File: src/rtl/sdr_arb_pkg.sv
// Shared types and default widths for the SDRAM channel 3 arbiter.
// Imported by sdr_arb_port and sdr_ch3_arbiter.
package sdr_arb_pkg;

    localparam int SDR_ADDR_W = 27;
    localparam int SDR_DATA_W = 16;
    localparam int SDR_Q_W    = 64;

    typedef enum logic [1:0] {
        FLUSH,
        IDLE,
        WAIT,
        RESP
    } arb_state_t;

    typedef enum logic {
        PORT_ROM,
        PORT_CPU
    } arb_port_t;

    typedef struct packed {
        logic [SDR_ADDR_W-1:0] addr;
        logic [SDR_DATA_W-1:0] din;
        logic [1:0]            be;
        logic                  rnw;
    } sdr_req_t;

    function automatic arb_port_t other_port(input arb_port_t p);
        return (p == PORT_ROM) ? PORT_CPU : PORT_ROM;
    endfunction

endpackage

File: src/rtl/sdr_arb_port.sv
// One requester side of the ch3 arbiter: owns the ack toggle, reports pending
// (req != ack) and packs the request fields for the issue mux.
module sdr_arb_port
    import sdr_arb_pkg::*;
(
    input  logic                  clk,
    input  logic                  reset,
    input  logic                  req,
    input  logic [SDR_ADDR_W-1:0] addr,
    input  logic [SDR_DATA_W-1:0] din,
    input  logic [1:0]            be,
    input  logic                  rnw,
    input  logic                  done,
    output logic                  ack,
    output logic                  pending,
    output sdr_req_t              fields
);

    // NOTE: state in always_ff uses non-blocking (<=) so every register samples pre-edge values.
    always_ff @(posedge clk) begin
        if (reset) begin
            ack <= 1'b0;
        end else if (done) begin
            ack <= ~ack;
        end
    end

    assign pending     = req ^ ack;
    assign fields.addr = addr;
    assign fields.din  = din;
    assign fields.be   = be;
    assign fields.rnw  = rnw;

endmodule

File: src/rtl/sdr_ch3_arbiter.sv
// One-at-a-time toggle-handshake arbiter sharing SDRAM ch3 between ROM loader and CPU.
// Define SDR_ARB_RR_EN for alternating grants; otherwise fixed priority ROM > CPU.
module sdr_ch3_arbiter
    import sdr_arb_pkg::*;
#(
    parameter int ADDR_W = SDR_ADDR_W,
    parameter int DATA_W = SDR_DATA_W,
    parameter int Q_W    = SDR_Q_W
) (
    input  logic              clk,
    input  logic              reset,
    input  logic              excl_rom,

    input  logic [ADDR_W-1:0] rom_addr,
    input  logic [DATA_W-1:0] rom_din,
    input  logic [1:0]        rom_be,
    input  logic              rom_rnw,
    input  logic              rom_req,
    output logic              rom_ack,

    input  logic [ADDR_W-1:0] cpu_addr,
    input  logic [DATA_W-1:0] cpu_din,
    input  logic [1:0]        cpu_be,
    input  logic              cpu_rnw,
    input  logic              cpu_req,
    output logic              cpu_ack,
    output logic [Q_W-1:0]    cpu_q,

    output logic [ADDR_W-1:0] ch3_addr,
    output logic [DATA_W-1:0] ch3_din,
    output logic [1:0]        ch3_be,
    output logic              ch3_rnw,
    output logic              ch3_req,
    input  logic              ch3_ack,
    input  logic [Q_W-1:0]    ch3_dout,

    output logic              busy
);

    arb_state_t state, state_nx;
    arb_port_t  grant, pick;
    sdr_req_t   rom_fields, cpu_fields, sel;
    logic       rom_pend, cpu_pend, rom_elig, cpu_elig;
    logic       issue, ch3_idle, done, rom_done, cpu_done;
`ifdef SDR_ARB_RR_EN
    arb_port_t  rr_last;
`endif

    sdr_arb_port u_rom (
        .clk     (clk),
        .reset   (reset),
        .req     (rom_req),
        .addr    (rom_addr),
        .din     (rom_din),
        .be      (rom_be),
        .rnw     (rom_rnw),
        .done    (rom_done),
        .ack     (rom_ack),
        .pending (rom_pend),
        .fields  (rom_fields)
    );

    sdr_arb_port u_cpu (
        .clk     (clk),
        .reset   (reset),
        .req     (cpu_req),
        .addr    (cpu_addr),
        .din     (cpu_din),
        .be      (cpu_be),
        .rnw     (cpu_rnw),
        .done    (cpu_done),
        .ack     (cpu_ack),
        .pending (cpu_pend),
        .fields  (cpu_fields)
    );

    assign rom_elig = rom_pend;
    assign cpu_elig = cpu_pend & ~excl_rom;
    assign ch3_idle = (ch3_ack == ch3_req);

    // NOTE: every always_comb output gets a default first, so no path can infer a latch.
    always_comb begin
        state_nx = state;
        pick     = PORT_ROM;
        issue    = 1'b0;
        case (state)
            FLUSH: if (ch3_idle) state_nx = IDLE;
            IDLE: begin
                if (rom_elig && cpu_elig) begin
`ifdef SDR_ARB_RR_EN
                    pick = other_port(rr_last);
`else
                    pick = PORT_ROM;
`endif
                end else if (cpu_elig) begin
                    pick = PORT_CPU;
                end
                if ((rom_elig || cpu_elig) && !reset) begin
                    issue    = 1'b1;
                    state_nx = WAIT;
                end
            end
            WAIT:    if (ch3_idle) state_nx = RESP;
            RESP:    state_nx = IDLE;
            default: state_nx = FLUSH;
        endcase
    end

    // Completion is recorded on the WAIT->RESP edge so the requester ack moves one cycle after ch3_ack.
    assign done     = (state == WAIT) && ch3_idle && !reset;
    assign rom_done = done && (grant == PORT_ROM);
    assign cpu_done = done && (grant == PORT_CPU);
    assign sel      = (pick == PORT_CPU) ? cpu_fields : rom_fields;
    assign busy     = (state != IDLE);

    always_ff @(posedge clk) begin
        if (reset) begin
            state <= FLUSH;
            grant <= PORT_ROM;
            cpu_q <= '0;
`ifdef SDR_ARB_RR_EN
            rr_last <= PORT_CPU;
`endif
        end else begin
            state <= state_nx;
            if (issue) begin
                grant <= pick;
`ifdef SDR_ARB_RR_EN
                rr_last <= pick;
`endif
            end
            if (cpu_done) cpu_q <= ch3_dout;
        end
    end

    // NOTE: the ch3 request registers are deliberately not reset; ch3_req must keep its toggle
    // phase across reset so FLUSH can drain an operation the SDRAM controller already accepted.
    always_ff @(posedge clk) begin
        if (issue) begin
            ch3_addr <= sel.addr;
            ch3_din  <= sel.din;
            ch3_be   <= sel.be;
            ch3_rnw  <= sel.rnw;
            ch3_req  <= ~ch3_req;
        end
    end

endmodule

File: config.mk
export PLATFORM = sky130hd
export DESIGN_NAME = sdr_ch3_arbiter
export DESIGN_NICKNAME = d
export VERILOG_FILES = /design/src/rtl/sdr_arb_pkg.sv /design/src/rtl/sdr_arb_port.sv /design/src/rtl/sdr_ch3_arbiter.sv
export SDC_FILE = /design/constraint.sdc
export NUM_CORES = 1
export LEC_CHECK = 0
export CAP_MARGIN = 25
export CORE_MARGIN = 4
export CORE_UTILIZATION = 40
export DETAILED_ROUTE_END_ITERATION = 8
export GPL_TIMING_DRIVEN = 0
export PLACE_DENSITY = 0.87
export SLEW_MARGIN = 20
export SYNTH_ARGS = -nofsm -noshare
export SYNTH_HDL_FRONTEND = slang
export SYNTH_SLANG_ARGS = --single-unit
File: constraint.sdc
create_clock -name clk -period 13.8 [get_ports clk]
set_input_delay 2.07 -clock clk [delete_from_list [all_inputs] [get_ports clk]]
set_output_delay 2.07 -clock clk [all_outputs]
set_load 0.02 [all_outputs]
# After elaboration in Yosys (flattened, before gate mapping)

Index checks and enable logic that the tools add are counted.

Reduce and logical (&&, ||, !) cells: 10
Multiplexer cells: 10
Bitwise logic cells: 8
Eq/ne operators: 8

Operator list:

| operator           | count |
|---|---|
| $mux 46            | 1 |
| $pmux 2 s4         | 1 |
| $logic_and 1x1->1  | 6 |
| $mux 2             | 3 |
| $ne 2x2->1 const B | 3 |
| $mux 1             | 5 |
| $not 1->1          | 5 |
| $eq 2x2->1 const B | 2 |
| $reduce_and 3->1   | 1 |
| $eq 2x1->1 const B | 1 |
| $logic_not 2->1    | 1 |
| $ne 2x1->1 const B | 1 |
| $xor 1x1->1        | 2 |
| $and 1x1->1        | 1 |
| $eq 1x1->1         | 1 |
| $logic_not 1->1    | 1 |
| $logic_or 1x1->1   | 1 |

Logic and storage cells: 46
Register bits: 116
Input port bits: 162

# Logic depth before layout (Yosys ltp)

Gate-level depths: netlist of run 1.

Depth in word-level cells: 6
Gate-level depth with buffers: 7
Depth with buffers taken out: 6

# Hierarchy

From an unflattened synthesis of run 1, not the netlist that was laid out.

Cell total of the unflattened synthesis: 436
Area, all modules: 5685.5 µm²

Modules (own cells, without submodules):

| module          | times used | area each (µm²) | cells each | sequential area each (µm²) |
|---|---|---|---|---|
| sdr_ch3_arbiter | 1          | 4912.2          | 336        | 2752.6 |
| sdr_arb_port    | 2          | 386.6           | 50         | 20.0 |

# Least setup slack after synthesis of run 1

No wires, ideal clock.

Path kind: input port to flip-flop
From: in rom_req
To: reg ch3_addr[0] (enable)
Data required time: 13290 ps
Setup slack: 7520 ps
Cell stages on the path: 3
Arrival: 5771 ps
Setup time: 510 ps
Cells stage by stage: xor2_1 -> o21ba_2 -> nor3_1

Longest elaborated chain between the ends: 5

RTL lines:

| what                 | line                   | RTL |
|---|---|---|
| from (decl)          | sdr_ch3_arbiter.sv:18  | `input logic rom_req,` |
| $xor 1x1->1          | sdr_arb_port.sv:28     | `assign pending = req ^ ack;` |
| $logic_or 1x1->1     | sdr_ch3_arbiter.sv:98  | `if ((rom_elig \|\| cpu_elig) && !reset) begin` |
| $logic_and 1x1->1    | sdr_ch3_arbiter.sv:98  |  |
| $mux 1               | sdr_ch3_arbiter.sv:98  |  |
| $mux 1               | sdr_ch3_arbiter.sv:86  | `case (state)` |
| via issue            | sdr_ch3_arbiter.sv:44  | `logic issue, ch3_idle, done, rom_done, cpu_done;` |
| to (signal assigned) | sdr_ch3_arbiter.sv:140 | `ch3_addr <= sel.addr;` |
| to (decl)            | sdr_ch3_arbiter.sv:29  | `output logic [ADDR_W-1:0] ch3_addr,` |

The timed path passes the listed nets, and every way through them passes these cells.
A chain may end at the register's enable or synchronous reset.

# Final worst setup path of run 1

From: in rom_req
To: reg ch3_addr[14] (enable)

The elaborated chain is that of the path after synthesis.

==> results of run 1 <==
[layer usage]
metal  up-vias  global-route usage, %
met2       190                   41.1
met5         -                      0
li1       1996                      -
met4         0                   10.5
met1      1887                   24.0
met3        30                   6.84
[layout by cell type, fill, tap and decap left out, types with 3 or more instances in the layout]
cell | synthesis | routed
a21oi_1 | 67 | 67
buf_2 | 6 | 6
buf_6 | 4 | 7
clkbuf_1 | 15 | 18
clkbuf_16 | 0 | 18
clkbuf_8 | 0 | 3
clkdlybuf4s50_1 | 0 | 274
clkinv_2 | 0 | 5
dfxtp_1 | 69 | 69
edfxtp_1 | 47 | 47
ha_1 | 3 | 3
inv_1 | 4 | 4
mux2_1 | 3 | 3
mux2_2 | 43 | 43
nand2_1 | 128 | 128
nor2_1 | 5 | 5
xnor2_1 | 3 | 3
[power by group through the flow]
stage          Sequential (mW)  Combinational, mW  Clock [mW]
2_1_floorplan            0.418             0.0499           0
3_3_place_gp             0.398              0.157           0
3_5_place_dp             0.397              0.166           0
4_1_cts                  0.390              0.168       0.422
5_1_grt                  0.391              0.177       0.440
6_report                 0.389              0.166       0.414
[cell type report]
| cell class | count | area (um^2) | share of cell area, % |
|---|---|---|---|
| Sequential cell | 116 | 2790 | 34.9 |
| Timing Repair Buffer | 279 | 2790 | 34.8 |
| Multi-Input combinational cell | 266 | 1530 | 19.1 |
| Clock buffer | 24 | 503 | 6.28 |
| Tap cell | 140 | 175 | 2.19 |
| Buffer | 25 | 131 | 1.64 |
| Clock inverter | 8 | 70.1 | 0.874 |
| Inverter | 4 | 15.0 | 0.187 |
[cells in the mapped netlist]
cell and count:
buf_2 6, nor4_4 1, o21ba_2 1, edfxtp_1 47, ha_1 3, nand3b_1 1
nor3_1 1, a21oi_1 67, nand2b_1 2, nand3_1 1, xnor2_1 3, buf_6 4
xor2_1 2, o21ai_0 2, dfxtp_1 69, mux2i_1 1, mux2_1 3, nor2_1 5
and3_1 1, clkbuf_1 15, mux2_2 43, inv_1 4, nand2_1 128, a211oi_1 1
[registers in the layout, indices dropped and copies added, names as in the netlist]
register and count:
u_cpu.ack 1, ch3_rnw 1, ch3_req 1, ch3_be 2, u_rom.ack 1, grant 1, ch3_addr 27, state 2
cpu_q 64, ch3_din 16
[cell families after synthesis]
kind of cell / count (synthesis)
muxes: 47
buffers and inverters: 29
adders and majority gates: 3
AOI/OAI and AO/OA: 71
and+or+nand+nor: 140
DFF: 116
xor gates and xnor gates: 5
[final timing paths]
check             depth (start not counted)  slack [ns]            to       from
hold reg to reg                           2        0.45     cpu_q[38]  cpu_q[38]
setup / recovery                          8        9.67  ch3_addr[14]    rom_req
setup reg to reg                          7       11.34  ch3_addr[14]  u_rom.ack
hold / removal                            2        0.45     cpu_q[38]  cpu_q[38]
[worst register-to-register path, stage by stage, from the launching register on]
cell	delay, ns
dfxtp_1	0.37
xor2_1	0.34
o21ba_2	0.24
nor3_2	0.47
buf_4	0.27
buf_6	0.16
buf_6	0.17
buf_6	0.16
==> results.ini, run 1 <==
[worst_setup_path]
crit_top_cell=buf_6
crit_chain=clkdlybuf4s50_1 -> xor2_1 -> o21ba_2 -> nor3_2 -> buf_4 -> buf_6 -> buf_6 -> buf_6
crit_required_ns=14.01
cp_max_fo=10
crit_family=buffers and inverters
crit_slowest_cell=clkdlybuf4s50_1
worstSetupPathType=in -> reg
max_stage_delay_ns=0.47
endpoint_kind=register
cp-start-kind=input port
worstPathArrival_ns=4.34
cp.buffers_inverters=5

[sta]
finalSetupTns_ns=0
worst_pin_slew_ns=0.702
hold_violations=0
finClkSkew_ns=0.00707
period_share_pct=29.9
max_freq_mhz=242
setup_ws_ns=9.67
relSlewSlack_pct=52.8
hold_slack_ns=0.453
layout_min_cycle_time_ns=4.13
setup-violations-final=0
finalMaxSlewViolations=0
rsz0062_at_grt=no

[cells_and_area]
utilization_pct=73.6
nets=874
n_antenna_cell=0
drive_gt1_share_pct=12.5
final_cells=862
fillers=744
area_growth_pct=79.3
fin_area_um2=8010

[synth]
synth-simple-area-share_pct=12.5
ys_types=24
synth_top_family_by_area=simple AND/OR/NAND/NOR gates
yosys.area_share.xor_xnor_pct=0.980
netlist_instances=411
synth_adder_area_share_pct=0.840
yosysTopAreaCell=edfxtp_1
yosysWarnings=0
synth_top_area_share_pct=31.6
muxShareOfSynthArea_pct=11.8
synth_fp_nets=576
syn_area_per_cell_um2=10.9
synth_compound_area_share_pct=8.12
syn_area_um2=4470
ys_seq_area_share_pct=62.5
ys_top_cells_by_area=edfxtp_1, dfxtp_1, mux2_2
ys_seq_elements=116

[drt]
top_layer=met4
vias=4103
drtIter0Drc=201
drc=0
dr.pass1.iters=7
wl_met1_um=5430
wl_met2_um=7720
vias_per_cell=4.76
wl_met3_um=1200
routedWlPerCell_um=17.2
routed_wl_um=14800
ant_nets=0

[floorplanning]
start_util_pct=41.0
fp-row-count=38
ios=276
dieArea_um2=12900
die_y_um=114
die_w_um=114
fp.coreArea_um2=10900

[global_route]
grt_pass1_vias=4239
antenna_found_initial=0
grt_pass1_wl_um=22300
grt_max_degree=17
grt_usage_pct=22.7
grt-ovfl-total=0

[pwr]
power_frac_comb_pct=17.1
p_sw_share_pct=23.3
p_int_uw=744
seq_power_share_pct=40.2
clkPwrFrac_pct=42.7
powerDensity_nw_per_um2=121
p_leak_nw=2.78
power_uw=970
power_switching_uw=226
ir_drop_v=0.0000737

[clock_network]
clk_latency_ns=0.50
cts_buffers=17
cts_tree=built
clk_pin_slew_ns=0.05
cts_buffer_depth=2
postCtsSetupRepairBufs=0
cts_sinks=116
cts.repair.resized=0
cts_hold_buf=0
cts_root_buf=clkbuf_8
htree_levels=4

[placed_design]
port_buffers=274
hpwl_um=11700
dpl_worst_slack_ns=9.11
placed_cell_area_um2=7440
gp_congestion=0.886
dp_cells=830

[job]
maxCapViolations=0

[run_status]
status=finished, final reports clean

[worst_hold_path]
hold_class=reg -> reg

Note: power is estimated with default switching activity, not from simulation.
==> inputs of run 2 (changes only) <==
--- a/config.mk
+++ b/config.mk
@@ -7,10 +7,10 @@
 export LEC_CHECK = 0
 export CAP_MARGIN = 25
 export CORE_MARGIN = 4
-export CORE_UTILIZATION = 40
+export CORE_UTILIZATION = 37
 export DETAILED_ROUTE_END_ITERATION = 8
 export GPL_TIMING_DRIVEN = 0
-export PLACE_DENSITY = 0.87
+export PLACE_DENSITY = 0.81
 export SLEW_MARGIN = 20
 export SYNTH_ARGS = -nofsm -noshare
 export SYNTH_HDL_FRONTEND = slang
==> constraint.sdc (replaced) <==
create_clock -name clk -period 4.1 [get_ports clk]
set_input_delay 0.615 -clock clk [delete_from_list [all_inputs] [get_ports clk]]
set_output_delay 0.615 -clock clk [all_outputs]
set_load 0.02 [all_outputs]
==> results.ini, run 2 (synthesis results as in run 1) <==
[floorplanning]
die_y_um=118
die_w_um=118
start_util_pct=38.5
fp.coreArea_um2=11600
dieArea_um2=13900
fp-row-count=39
ios=276

[clock_network]
cts_buffers=17
cts.repair.resized=0
cts_sinks=116
clk_latency_ns=0.41
htree_levels=4
cts_tree=built
cts_hold_buf=0
cts_root_buf=clkbuf_16
clk_pin_slew_ns=0.05
postCtsSetupRepairBufs=0
cts_buffer_depth=2

[pwr]
p_leak_nw=2.81
ir_drop_v=0.000291
powerDensity_nw_per_um2=419

[cells_and_area]
n_antenna_cell=0
final_cell_mix=clkdlybuf4s50_1, nand2_1, dfxtp_1, a21oi_1, edfxtp_1
area_growth_pct=80.7
largest_reg_flops=64
drive_gt1_share_pct=12.4
reg_top3=cpu_q (64), ch3_addr (27), ch3_din (16)
layout_commonest_cell=clkdlybuf4s50_1
regMostFlops=cpu_q
nets=872

[drt]
routed_wl_um=15200
vias_per_cell=4.78
routedWlPerCell_um=17.6
drc=0
vias=4127
dr.pass1.iters=4
ant_nets=0
drtIter0Drc=161

[sta]
max_freq_mhz=395
worst_pin_slew_ns=0.755
rsz0062_at_grt=no
hold_slack_ns=0.455
relSlewSlack_pct=49.3
finalSetupTns_ns=0
period_share_pct=61.7
layout_min_cycle_time_ns=2.53
finClkSkew_ns=0.00701
setup_ws_ns=1.57
setup-violations-final=0
finalMaxSlewViolations=0
hold_violations=0

[worst_setup_path]
worstSetupPathType=reg -> out
reg2reg_setup_slack_ns=1.78
worstPathArrival_ns=1.92
crit_family=buffers and inverters
crit_required_ns=3.48
crit_top_cell=inv_1
cp-start-kind=register
max_stage_delay_ns=0.69
cp_max_fo=4
worstRegToRegCells=6
cp.buffers_inverters=3
crit_chain=inv_1 -> ha_1 -> inv_1 -> clkdlybuf4s50_1
r2r-end=ch3_addr[0]
endpoint_kind=primary output
crit_slowest_cell=clkdlybuf4s50_1
timing.rr.start=state[1]

[global_route]
grt_max_degree=18
grt_pass1_vias=4341
grt_usage_pct=21.8
antenna_found_initial=0
grt-ovfl-total=0
grt_pass1_wl_um=23400

[worst_hold_path]
hold_path_depth=2
min_to=cpu_q[17]
min_from=cpu_q[17]
hold_class=reg -> reg

[placed_design]
hpwl_um=11600
gp_congestion=0.775
dpl_worst_slack_ns=1.31
port_buffers=274

[run_status]
status=finished, final reports clean

[job]
maxCapViolations=0

-- run 2: stage by stage --
stage          instance area (um^2)  power (mW)  std cells  util, %
2_1_floorplan                  4470        1.57        411        -
3_3_place_gp                   7390        1.87        828     63.7
3_5_place_dp                   7460        1.90        831     64.2
4_1_cts                        8080        3.41        863     69.5
5_1_grt                        8080        3.50        863     69.5
6_report                       8080        3.38        863     69.5
-- run 2: how the worst max path moves through the flow --
stage	end	from	slack [ns]	cells after the start
after floorplan	ch3_addr[0]	rom_req	0.73	3
after global placement	ch3_addr[14]	rom_req	-0.53	4
after detailed placement	ch3_addr[0]	cpu_req	1.31	5
after CTS	busy	state[1]	1.54	4
after global routing	busy	state[1]	1.47	4
final	busy	state[1]	1.57	4
-- run 2: worst reg2reg max path, cell delays in order, from the launching register on --
cell and delay (ns):
dfxtp_1 0.32, inv_1 0.07, ha_1 0.20, inv_1 0.14, nor4_4 0.73, buf_6 0.25, mux2_2 0.36
-- run 2: power by group --
group          total (mW)  switching (mW)  internal (mW)  leakage (nW)
Clock                1.50           0.492           1.01         0.306
Combinational       0.568           0.247          0.320          1.52
Sequential           1.31          0.0246           1.29         0.984
Total                3.38           0.764           2.62          2.81
-- run 2: layout make-up --
class	count	area (um^2)
inverters	4	15.0
repair buffers	277	2800
clock buffers	24	524
plain buffers	25	131
flip-flops and latches	116	2790
fillers	861	3540
clock inverters	8	92.6
multi-input cells	266	1540
well taps	143	179
-- run 2: routing by layer --
| layer | wire length (um) | vias to the layer above | global-route usage, % |
|---|---|---|---|
| met3 | 1240 | 29 | 8.75 |
| met1 | 5480 | 1903 | 21.2 |
| li1 | - | 1994 | - |
| met4 | 397 | 0 | 9.67 |
| met5 | 0 | - | 0 |
| met2 | 8110 | 201 | 40.2 |
==> inputs of run 3 (changes only) <==
--- a/config.mk
+++ b/config.mk
@@ -7,10 +7,10 @@
 export LEC_CHECK = 0
 export CAP_MARGIN = 25
 export CORE_MARGIN = 4
-export CORE_UTILIZATION = 37
+export CORE_UTILIZATION = 33
 export DETAILED_ROUTE_END_ITERATION = 8
 export GPL_TIMING_DRIVEN = 0
-export PLACE_DENSITY = 0.81
+export PLACE_DENSITY = 0.77
 export SLEW_MARGIN = 20
 export SYNTH_ARGS = -nofsm -noshare
 export SYNTH_HDL_FRONTEND = slang
==> constraint.sdc (replaced) <==
create_clock -name clk -period 2.1 [get_ports clk]
set_input_delay 0.315 -clock clk [delete_from_list [all_inputs] [get_ports clk]]
set_output_delay 0.315 -clock clk [all_outputs]
set_load 0.02 [all_outputs]
==> results.ini, run 3 (synthesis results as in run 1) <==
[global_route]
grt_pass1_vias=4242
antenna_found_initial=0
grt_pass1_wl_um=22100
grt-ovfl-total=0
grt_usage_pct=18.1
grt_max_degree=18

[sta]
max_freq_mhz=506
worst_pin_slew_ns=0.630
hold_slack_ns=0.444
hold_violations=0
finClkSkew_ns=0.00805
finalMaxSlewViolations=0
period_share_pct=94.2
setup-violations-final=0
layout_min_cycle_time_ns=1.98
rsz0062_at_grt=no
relSlewSlack_pct=58.0

[worst_setup_path]
reg2reg_setup_slack_ns=0.24
worstRegToRegCells=6
worstSetupPathType=in -> reg
worstPathArrival_ns=2.08
cp-start-kind=input port
timing.rr.start=u_rom.ack
crit_required_ns=2.20
crit_top_cell=buf_8
r2r-end=ch3_addr[17]
max_stage_delay_ns=0.56
endpoint_kind=register
crit_chain=clkdlybuf4s50_1 -> xor2_4 -> o21ba_4 -> nor3_4 -> buf_8 -> buf_16 -> buf_8
crit_slowest_cell=clkdlybuf4s50_1
cp_max_fo=17

[cells_and_area]
layout_commonest_cell=clkdlybuf4s50_1
nets=874
drive_gt1_share_pct=13.2
fin_area_um2=8150
area_growth_pct=82.4
reg_top3=cpu_q (64), ch3_addr (27), ch3_din (16)
largest_reg_flops=64
final_cell_mix=clkdlybuf4s50_1, nand2_1, a21oi_1, dfxtp_1, edfxtp_1
n_antenna_cell=0
regMostFlops=cpu_q

[pwr]
p_int_mw=4.96
powerDensity_nw_per_um2=788
seq_power_share_pct=40.0
ir_drop_v=0.000466
p_leak_nw=2.82
clkPwrFrac_pct=42.6
power_switching_mw=1.46
power_frac_comb_pct=17.4
p_sw_share_pct=22.8

[placed_design]
port_buffers=274
gp_congestion=0.776
placed_cell_area_um2=7540
hpwl_um=11500

[drt]
routedWlPerCell_um=16.1
wl_met1_um=5490
vias_per_cell=4.53
ant_nets=0
drtIter0Drc=152
wl_met2_um=7390
vias=4064
routed_wl_um=14400
dr.pass1.iters=4
drc=0
wl_met3_um=1300
top_layer=met4

[clock_network]
cts_hold_buf=0
htree_levels=4
clk_latency_ns=0.40
cts_tree=built
cts_sinks=116
cts_buffers=17
clk_pin_slew_ns=0.05
cts_root_buf=clkbuf_16
cts_buffer_depth=2

[floorplanning]
dieArea_um2=15500
fp.coreArea_um2=13200
start_util_pct=33.7
die_y_um=124
die_w_um=124
fp-row-count=42
ios=276

[worst_hold_path]
hold_class=in -> reg
hold_path_depth=3
min_from=reset
min_to=state[1]

[run_status]
status=finished, final reports clean

[job]
maxCapViolations=0

[run 3: worst max-delay path by stage]
stage,slack (ns),startpoint,cells past startpoint,to
final,0.12,rom_req,7,ch3_addr[17]
after global placement,-1.22,rom_req,4,ch3_addr[17]
after global routing,0.04,rom_req,7,ch3_addr[17]
after floorplan,-0.29,u_rom.ack,3,ch3_addr[0]
after detailed placement,-0.44,rom_req,5,ch3_addr[13]
after CTS,0.05,ch3_req,5,cpu_q[20]
[run 3: through the flow]
step                      total power [mW]  setup WS (ns)  setup TNS, ns  instances  util, %
after detailed placement              3.73         -0.435         -35.83        864     56.9
after global placement                3.66          -1.22         -81.32        861     56.5
final                                 6.42          0.122              0        898     61.5
after global routing                  6.67         0.0384              0        898     61.5
after floorplan                       3.09         -0.286         -13.45        411        -
after CTS                             6.50         0.0515              0        898     61.4
[run 3: metal layers]
metal | vias to the layer above | global-route usage (%)
li1 | 1995 | -
met1 | 1852 | 19.0
met2 | 193 | 32.2
met3 | 24 | 8.06
met4 | 0 | 6.19
met5 | - | 0
[run 3: power by group through the flow]
stage                     sequential [mW]  clock (mW)  combinational, mW
after floorplan                      2.74           0              0.349
after global placement               2.61           0               1.06
after detailed placement             2.61           0               1.12
after CTS                            2.57        2.81               1.13
after global routing                 2.57        2.91               1.18
final                                2.57        2.74               1.12
[run 3: critical path: cells and delay by family]
| kind | cells | cell delay, ns |
|---|---|---|
| compound gates | 1 | 0.20 |
| buf+inv | 4 | 1.09 |
| xor+xnor | 1 | 0.22 |
| simple gates | 1 | 0.23 |
[run 3: final cells by class]
cell class                 instances  area [um^2]
multi-input combinational        266         1590
buffer                            25          131
clock inverter                     4         45.0
tap                              176          220
clock buffer                      28          527
inverter                           4         15.0
fill                            1059         5090
timing repair buffer             279         2830
sequential                       116         2800
[run 3: what timing repair did]
action,in CTS,in global routing
pin swaps,1,0
setup endpoints to repair,47,58
gates resized for setup,1,2
setup buffers,2,0
